File: src/rtl/axi_slave_resp_push_ctrl.sv
// Read-response push sequencer: streams completion beats into the R-channel FIFO,
// using an external up/down counter as the remaining-beat counter.
module axi_slave_resp_push_ctrl #(
    parameter int DATA_WIDTH = 256,
    parameter int ID_WIDTH   = 8,
    parameter int LEN_WIDTH  = 8
) (
    input  logic                  clk,
    input  logic                  arst,
    input  logic                  desc_valid,
    output logic                  desc_ready,
    input  logic [ID_WIDTH-1:0]   desc_id,
    input  logic [LEN_WIDTH-1:0]  desc_len,
    input  logic [1:0]            desc_resp,
    input  logic                  src_valid,
    input  logic [DATA_WIDTH-1:0] src_data,
    output logic                  src_pop,
    input  logic                  fifo_full,
    output logic                  fifo_push,
    output logic [DATA_WIDTH-1:0] push_data,
    output logic [ID_WIDTH-1:0]   push_id,
    output logic [1:0]            push_resp,
    output logic                  push_last,
    output logic                  cnt_load,
    output logic [LEN_WIDTH-1:0]  cnt_load_count,
    output logic                  cnt_en,
    output logic                  cnt_mode,
    input  logic [LEN_WIDTH-1:0]  cnt_count,
    input  logic                  cnt_done,
    output logic                  busy
);
    typedef enum logic {IDLE = 1'b0, PUSH = 1'b1} state_t;

    localparam logic [1:0] RESP_OKAY = 2'b00;
    localparam logic       MODE_DOWN = 1'b1;

    state_t              state;
    state_t              next_state;
    logic [ID_WIDTH-1:0] id_q;
    logic [1:0]          resp_q;
    logic                err_burst;
    logic                fire;
    logic                last_beat;
    logic                accept;

    assign err_burst  = (resp_q != RESP_OKAY);
    assign fire       = (state == PUSH) && !fifo_full && (src_valid || err_burst);
    assign last_beat  = fire && (cnt_count == '0);
    assign desc_ready = (state == IDLE) || last_beat;
    // desc_ready stays high in reset, but nothing may be accepted until release.
    assign accept     = desc_valid && desc_ready && !arst;

    always_ff @(posedge clk or posedge arst) begin
        if (arst) begin
            state <= IDLE;
        end else begin
            state <= next_state;
        end
    end

    always_ff @(posedge clk or posedge arst) begin
        if (arst) begin
            id_q   <= '0;
            resp_q <= RESP_OKAY;
        end else if (accept) begin
            id_q   <= desc_id;
            resp_q <= desc_resp;
        end
    end

    always_comb begin
        next_state = state;
        case (state)
            IDLE:    if (accept) next_state = PUSH;
            PUSH:    if (last_beat && !accept) next_state = IDLE;
            default: next_state = IDLE;
        endcase
    end

    always_comb begin
        busy           = 1'b0;
        cnt_mode       = 1'b0;
        cnt_en         = 1'b0;
        cnt_load       = 1'b0;
        cnt_load_count = '0;
        fifo_push      = 1'b0;
        src_pop        = 1'b0;
        push_last      = 1'b0;
        push_data      = '0;
        push_id        = '0;
        push_resp      = RESP_OKAY;
        if (state == PUSH) begin
            busy      = 1'b1;
            cnt_mode  = MODE_DOWN;
            cnt_en    = 1'b1;
            push_id   = id_q;
            push_resp = resp_q;
            fifo_push = fire;
            push_last = fire && cnt_done;
            // Error bursts synthesise zero data and leave the completion buffer untouched.
            src_pop   = fire && !err_burst;
            push_data = err_burst ? '0 : src_data;
            // The counter clears when En drops, so a stall holds Count by reloading it.
            if (!fire) begin
                cnt_load       = 1'b1;
                cnt_load_count = cnt_count;
            end
        end
        if (accept) begin
            cnt_load       = 1'b1;
            cnt_load_count = desc_len;
        end
    end
endmodule

File: config.mk
export PLATFORM = sky130hd
export DESIGN_NAME = axi_slave_resp_push_ctrl
export DESIGN_NICKNAME = d
export VERILOG_FILES = /design/src/rtl/axi_slave_resp_push_ctrl.sv
export SDC_FILE = /design/constraint.sdc
export NUM_CORES = 1
export LEC_CHECK = 0
export ABC_AREA = 1
export CORE_AREA = 4 4 219 221
export DETAILED_ROUTE_END_ITERATION = 10
export DIE_AREA = 0 0 223 225
export SYNTH_ARGS = -nofsm -noshare
export SYNTH_HDL_FRONTEND = slang
export SYNTH_SLANG_ARGS = --single-unit
File: constraint.sdc
create_clock -name clk -period 1.5 [get_ports clk]
set_input_delay 0.3 -clock clk [delete_from_list [all_inputs] [get_ports clk]]
set_output_delay 0.3 -clock clk [all_outputs]
set_load 0.02 [all_outputs]
Word-level counts from Yosys, hierarchy flattened. Index checks and enable logic that the tools add are counted.

Register bits after elaboration: 11. Input bits: 288. Output and inout bits: 282.

Muxes and demuxes: 17. Bitwise logic cells: 1. Reductions and logical operators: 16.

Operators with widths (count): 256-bit two-way mux (2); 8-bit two-way mux (4); 1-bit two-way mux (9); 1-bit logical AND (8); 8-bit zero test (1); 1-bit zero test (4); 1-bit logical OR (2); 2-bit two-way mux (1); 1-bit one-hot mux with 2 select lines (1); 2-bit nonzero test (1); 1-bit inverter (1).

Logic depth before layout (Yosys ltp). Gate-level depths: netlist (run 1).

Depth in word-level cells: 11. Depth in mapped cells: 9. Mapped depth without buffers: 8.

Worst setup path after synthesis (run 1). Ideal clock, no wire load.

Path kind: reg2out. From: register state. To: output cnt_load_count[0]. Arrival time: 1.571 ns. Path slack: -0.371 ns. Stages on the path, launching flop included: 8. Path through: dfrtp_1 nand2_1 a21oi_2 nand2_1 nand2_1 buf_2 nand3_1 nand2_1.

Longest elaborated chain between the ends: 7. Elaborated cells on any way between the ends: 10. Classes of those cells: 3 x mux; 1 x bitwise; 6 x reduce/logical.

RTL lines: start, declared (RTL line 37) `state_t state;`; start signal, assigned (RTL line 57) `state <= next_state;`; 1-bit logical AND (2 in a row) (RTL line 47) `assign fire = (state == PUSH) && !fifo_full && (src_valid || err_burst);`; 1-bit logical AND (RTL line 48) `assign last_beat = fire && (cnt_count == '0);`; 1-bit logical OR * (RTL line 49) `assign desc_ready = (state == IDLE) || last_beat;`; net desc_ready (RTL line 11) `output logic desc_ready,`; 1-bit logical AND * (2 in a row) (RTL line 51) `assign accept = desc_valid && desc_ready && !arst;`; 8-bit two-way mux * (RTL line 109) `if (accept) begin`; end, declared (RTL line 25) `output logic [LEN_WIDTH-1:0] cnt_load_count,`.

The timed path passes the listed nets; every way through them passes the cells marked *.

Worst setup path in the final report (run 1).
From: register resp_q[0]. To: output push_data[204].

Longest elaborated chain between the ends: 3.

RTL lines: start, declared (RTL line 40) `logic [1:0] resp_q;`; start signal, assigned (RTL line 67) `resp_q <= desc_resp;`; 2-bit nonzero test (RTL line 46) `assign err_burst = (resp_q != RESP_OKAY);`; 256-bit two-way mux (RTL line 102) `push_data = err_burst ? '0 : src_data;`; 256-bit two-way mux (RTL line 92) `if (state == PUSH) begin`; end, declared (RTL line 20) `output logic [DATA_WIDTH-1:0] push_data,`.

Every way passes these cells.

==> out/qor.yml, run 1 <==
antenna_cells: 0
status: "complete, but fails checks"
die_w_um: 223
instances_no_fill: 1893
ys_types: 11
vias: 5796
ys_async_sr_fraction_pct: 100
grt_start_max_net_pins: 29
fill_cells: 5149
clock.fmax_mhz: 504
power.total_mw: 8.78
rows: 79
track_usage_pct: 8.83
wl_per_cell_um: 13.1
nNetsFinal: 1575
synth-seq-area-share_pct: 9.78
clock_path_buffers: 2
postRouteWirelength_um: 24800
dp_slack_ns: -0.963
power.leakage_nw: 5.62
ir_worst_vdd_uv: 320
arrival_ns: 1.68
yosys.area.top_type: "inv_1"
crit_type: "register to output port"
worstHoldStart: "id_q[6]"
synthCells: 663
crit_path_start: "resp_q[0]"
io_pins: 570
drt_iter0_markers: 121
numCtsBuffers: 3
grt_overflow: 0
drc: 0
start_util_pct: 6.10
power_density_nw_per_um2: 805
regToRegSetupSlack_ns: -0.20
synth_edf_count: 0
synthFlopType: "dfrtp_1"
hold_class: "register to register"
area_delta_synth_final_pct: 288
r2r-start: "resp_q[0]"
synth-seq-cells: 11
cp_max_fo: 28
place.gp.congestion: 0.887
ant_nets: 0
grt_pass1_vias: 6027
root_buffer: "clkbuf_16"
netlist_top_cells_count: "274 x inv_1, 263 x nor2_1, 57 x nand2_1, 25 x buf_2, 19 x nand3_1"
clkLatencyLatePin_ns: 0.23
grt_pass1_wl_um: 35400
finalCriticalPeriod_ns: 1.98
antenna_found_initial: 2
worst_pin_slew_ns: 0.428
max_cap_viol_count: 0
clk_pin_slew_ns: 0.04
cts_tree: "done"
die_h_um: 225
core_um2: 46200
syn_area_um2: 2810
hold_viol_final: 0
rsz0062_at_grt: "true"
setup_ws_ns: -0.483
finalCritPeriodShare_pct: 132
violations: "negative setup slack"
holdWs_ns: 0.467
vias_per_cell: 3.06
dp.cells: 1865
syn_area_per_cell_um2: 4.24
finalClockSkew_ns: 0.00225
synth_top_cell_area_share_pct: 36.5
slew_violations: 0
cp.required_ns: 1.20
postCtsHoldBufs: 0
h-tree-depth: 1
setup_viol: 286
layout-drive-gt1-share_pct: 47.3
endpoint_kind: "output port"
portBuffers: 569
fin_tns_setup_ns: -93.75
cts_sinks: 11
drtPass1Iterations: 4
ys_warn_count: 0
dp_hpwl_um: 22600
synth_most_common_cell: "inv_1"
dieArea_um2: 50200
yosys-top-cells-area: "inv_1 37%, nor2_1 35%, dfrtp_1 9.8%"
relSlewSlack_pct: 71.5
syn_nets: 951
startpoint_type: "register"
-- metrics by stage --
stage	util [%]	area, um^2
2_1_floorplan	-	4190
3_3_place_gp	24.0	11100
3_5_place_dp	24.0	11100
4_1_cts	23.5	10800
5_1_grt	23.7	10900
6_report	23.7	10900
-- final timing paths --
| check | to | cells past startpoint |
|---|---|---|
| setup / recovery | push_data[204] | 7 |
| hold / removal | id_q[6] | 2 |
| setup reg to reg | id_q[1] | 11 |
| hold reg to reg | id_q[6] | 2 |
| max in group asynchronous | state | 3 |
| min in group asynchronous | id_q[6] | 3 |
-- power by group --
group | internal [mW] | switching, mW | total [mW]
Sequential | 0.352 | 0.0355 | 0.387
Clock | 0.356 | 0.120 | 0.476
Combinational | 3.62 | 4.30 | 7.92
-- layout make-up --
type | count | area [um^2] | area share [%]
clock buffer | 4 | 78.8 | 0.722
inverter | 274 | 1030 | 9.42
multi-input combinational | 343 | 2740 | 25.1
sequential | 11 | 277 | 2.53
tap | 607 | 759 | 6.96
timing repair buffer | 654 | 6040 | 55.3
-- critical path, cell delays in order, from the launching register on --
cell,delay [ns]
dfrtp_1,0.40
nor2_4,0.15
nand2_4,0.08
buf_12,0.17
buf_8,0.18
buf_4,0.16
nor2_4,0.11
buf_4,0.16
-- cell families (layout without fill, tap and decap cells) --
group                  Yosys count  count (layout)  share of synthesized area [%]
AOI/OAI and AO/OA                3               3                          0.667
buffers and inverters          309             932                           43.3
DFF                             11              11                           9.78
and+or+nand+nor                340             340                           46.3
-- routing by layer --
metal / vias up / part of all wire [%] / track usage, %
met5: - / 0.11 / 0
met4: 4 / 1.3 / 1.15
met3: 26 / 6.9 / 2.06
met2: 231 / 52 / 16.2
met1: 2577 / 40 / 10.8
li1: 2958 / - / -
-- registers in the layout, indices dropped and copies added (netlist names) --
register and flops:
resp_q 2, state 1, id_q 8
-- placed cells by master (no fill, tap or decap), drive strengths merged --
master	Yosys	final
clkbuf	3	22
nand3	19	19
bufbuf	0	1
o21ai	2	2
inv	274	274
a21oi	1	1
nand2	57	57
buf	32	302
clkdlybuf4s15	0	15
nor2	264	264
dfrtp	11	11
clkdlybuf4s50	0	284
dlygate4sd2	0	34
-- repair_timing --
| item | CTS | global route |
|---|---|---|
| gates cloned | 2 | 0 |
| hold endpoints to repair | 0 | 0 |
| gates resized for setup | 705 | 478 |
| pin swaps | 2 | 9 |
| setup buffers | 1 | 21 |
| setup endpoints to repair | 291 | 293 |
Power figures use the tool's default switching activity.
==> run 2: changes to the inputs <==
MAX_ROUTING_LAYER = met4   (was unset)
TNS_END_PERCENT = 100   (was unset)
==> run 2 against run 1 <==
Against the previous run: the run still ends with negative setup slack left; via count is 0.31% higher; sequential cell count stayed put; core utilization is 0.12 points higher.
==> out/qor.yml, run 2 (same netlist as run 1, synthesis figures left out) <==
status: "complete, but fails checks"
violations: "negative setup slack"
wl_per_cell_um: 13.1
numCtsBuffers: 3
grt_start_max_net_pins: 29
place.gp.congestion: 0.902
utilization_pct: 23.8
top_register: "id_q"
die_h_um: 225
reg_top3: "id_q (8), resp_q (2), state (1)"
io_pins: 570
drtPass1Iterations: 4
clkPwrFrac_pct: 5.3
hold_viol_final: 0
cp_max_fo: 27
seqPwrFrac_pct: 4.3
grt_pass1_vias: 6045
r2r-start: "resp_q[0]"
portBuffers: 569
power_switching_mw: 4.49
rows: 79
r2r_end: "id_q[1]"
postRouteWirelength_um: 24900
cts_sinks: 11
drc: 0
core_um2: 46200
root_buffer: "clkbuf_16"
setup_ws_ns: -0.471
endpoint_kind: "output port"
cpPeakStageDelay_ns: 0.40
clkLatencyLatePin_ns: 0.23
worstHoldStart: "id_q[6]"
ir_worst_vdd_uv: 325
clock.fmax_mhz: 507
cp_slowest_cell: "dfrtp_1"
layout_common_cells: "284 x clkdlybuf4s50_1, 272 x inv_1, 222 x buf_4"
crit_chain: "nor2_4, nand2_4, buf_12, buf_16, buf_4, nor2_2, buf_4"
area_delta_synth_final_pct: 290
fill_cells: 5144
whs_endpoint: "id_q[6]"
p_int_mw: 4.42
h-tree-depth: 1
vias_per_cell: 3.06
layout_commonest_cell: "clkdlybuf4s50_1"
nNetsFinal: 1578
vias: 5814
hold_class: "register to register"
startpoint_type: "register"
regToRegSetupSlack_ns: -0.19
antenna_found_initial: 2
arrival_ns: 1.67
grt_pass1_wl_um: 35300
layout-drive-gt1-share_pct: 47.9
relSlewSlack_pct: 71.2
slew_violations: 0
path_buf_inv: 4
grt_overflow: 0
start_util_pct: 6.10
ant_nets: 0
finalClockSkew_ns: 0.00225
dieArea_um2: 50200
finalCriticalPeriod_ns: 1.97
cp.required_ns: 1.20
largest_reg_flops: 8
dp_hpwl_um: 22600
crit_top_cell: "buf_4"
setup_viol: 285
power_density_nw_per_um2: 812
postCtsHoldBufs: 0
drt_iter0_markers: 113
rr_worst_depth: 11
crit_type: "register to output port"
worst_pin_slew_ns: 0.432
crit_family: "buffers and inverters"
clock_path_buffers: 2
switching_share_pct: 50.4
rsz0062_at_grt: "true"
p_comb_share_pct: 90.3
die_w_um: 223
track_usage_pct: 9.08
dp_slack_ns: -0.963
finalCritPeriodShare_pct: 131
min_path_cells: 2
max_cap_viol_count: 0
power.leakage_nw: 5.65
cts_tree: "done"
clk_pin_slew_ns: 0.04
-- run 2: worst max-delay path by stage --
| stage | from | end | depth (start not counted) | slack, ns |
|---|---|---|---|---|
| final | resp_q[0] | push_data[38] | 7 | -0.47 |
| after global routing | resp_q[0] | cnt_load_count[7] | 10 | -0.54 |
| after CTS | resp_q[1] | push_data[245] | 7 | -0.55 |
| after detailed placement | cnt_count[4] | cnt_load_count[6] | 10 | -0.96 |
| after global placement | cnt_count[4] | cnt_load_count[4] | 10 | -0.99 |
| after floorplan | state | cnt_load_count[0] | 7 | -0.17 |
-- run 2: repair_timing --
item                                    in CTS  in global routing
endpoints found under the setup margin     291                293
gates resized for setup                    705                528
gates cloned                                 2                  0
hold endpoints to repair                     0                  0
setup buffers                                1                 24
pin swaps                                    2                  9
-- run 2: stage by stage --
stage	hold slack [ns]	total power [mW]	TNS [ns]	cells	instance area, um^2
floorplan	0.152	4.23	-7.74	663	4190
global placement	0.454	8.36	-149.98	1865	11100
detailed placement	0.459	8.41	-149.18	1865	11100
CTS	0.470	8.43	-123.81	1872	10800
global route	0.521	9.42	-106.73	1898	11000
finish	0.467	8.91	-91.97	1898	11000
-- run 2: layout make-up --
class | count | area, um^2 | share of cell area (%)
tap | 607 | 759 | 6.92
clock buffer | 4 | 78.8 | 0.718
timing repair buffer | 657 | 6090 | 55.5
inverter | 274 | 1030 | 9.37
multi-input combinational | 343 | 2740 | 25.0
sequential | 11 | 277 | 2.52
antenna | 2 | 5.00 | 0.0456
-- run 2: worst reg2reg max path, delay by kind of cell (launching register included) --
kind,cells,cell delay [ns]
and+or+nand+nor,5,0.45
AOI/OAI and AO/OA,1,0.05
DFF,1,0.40
buffers and inverters,5,0.67
-- run 2: routing by layer --
| metal | track usage [%] | routed length (um) |
|---|---|---|
| met4 | 1.15 | 312 |
| met2 | 16.3 | 12900 |
| met3 | 1.76 | 1600 |
| met1 | 10.9 | 10100 |
| met5 | - | 0 |
-- run 2: power by group through the flow --
stage	clock network [mW]	logic [mW]	registers [mW]
global placement	0	7.97	0.387
finish	0.475	8.05	0.387
floorplan	0	3.85	0.384
CTS	0.490	7.55	0.388
global route	0.510	8.52	0.395
detailed placement	0	8.02	0.391
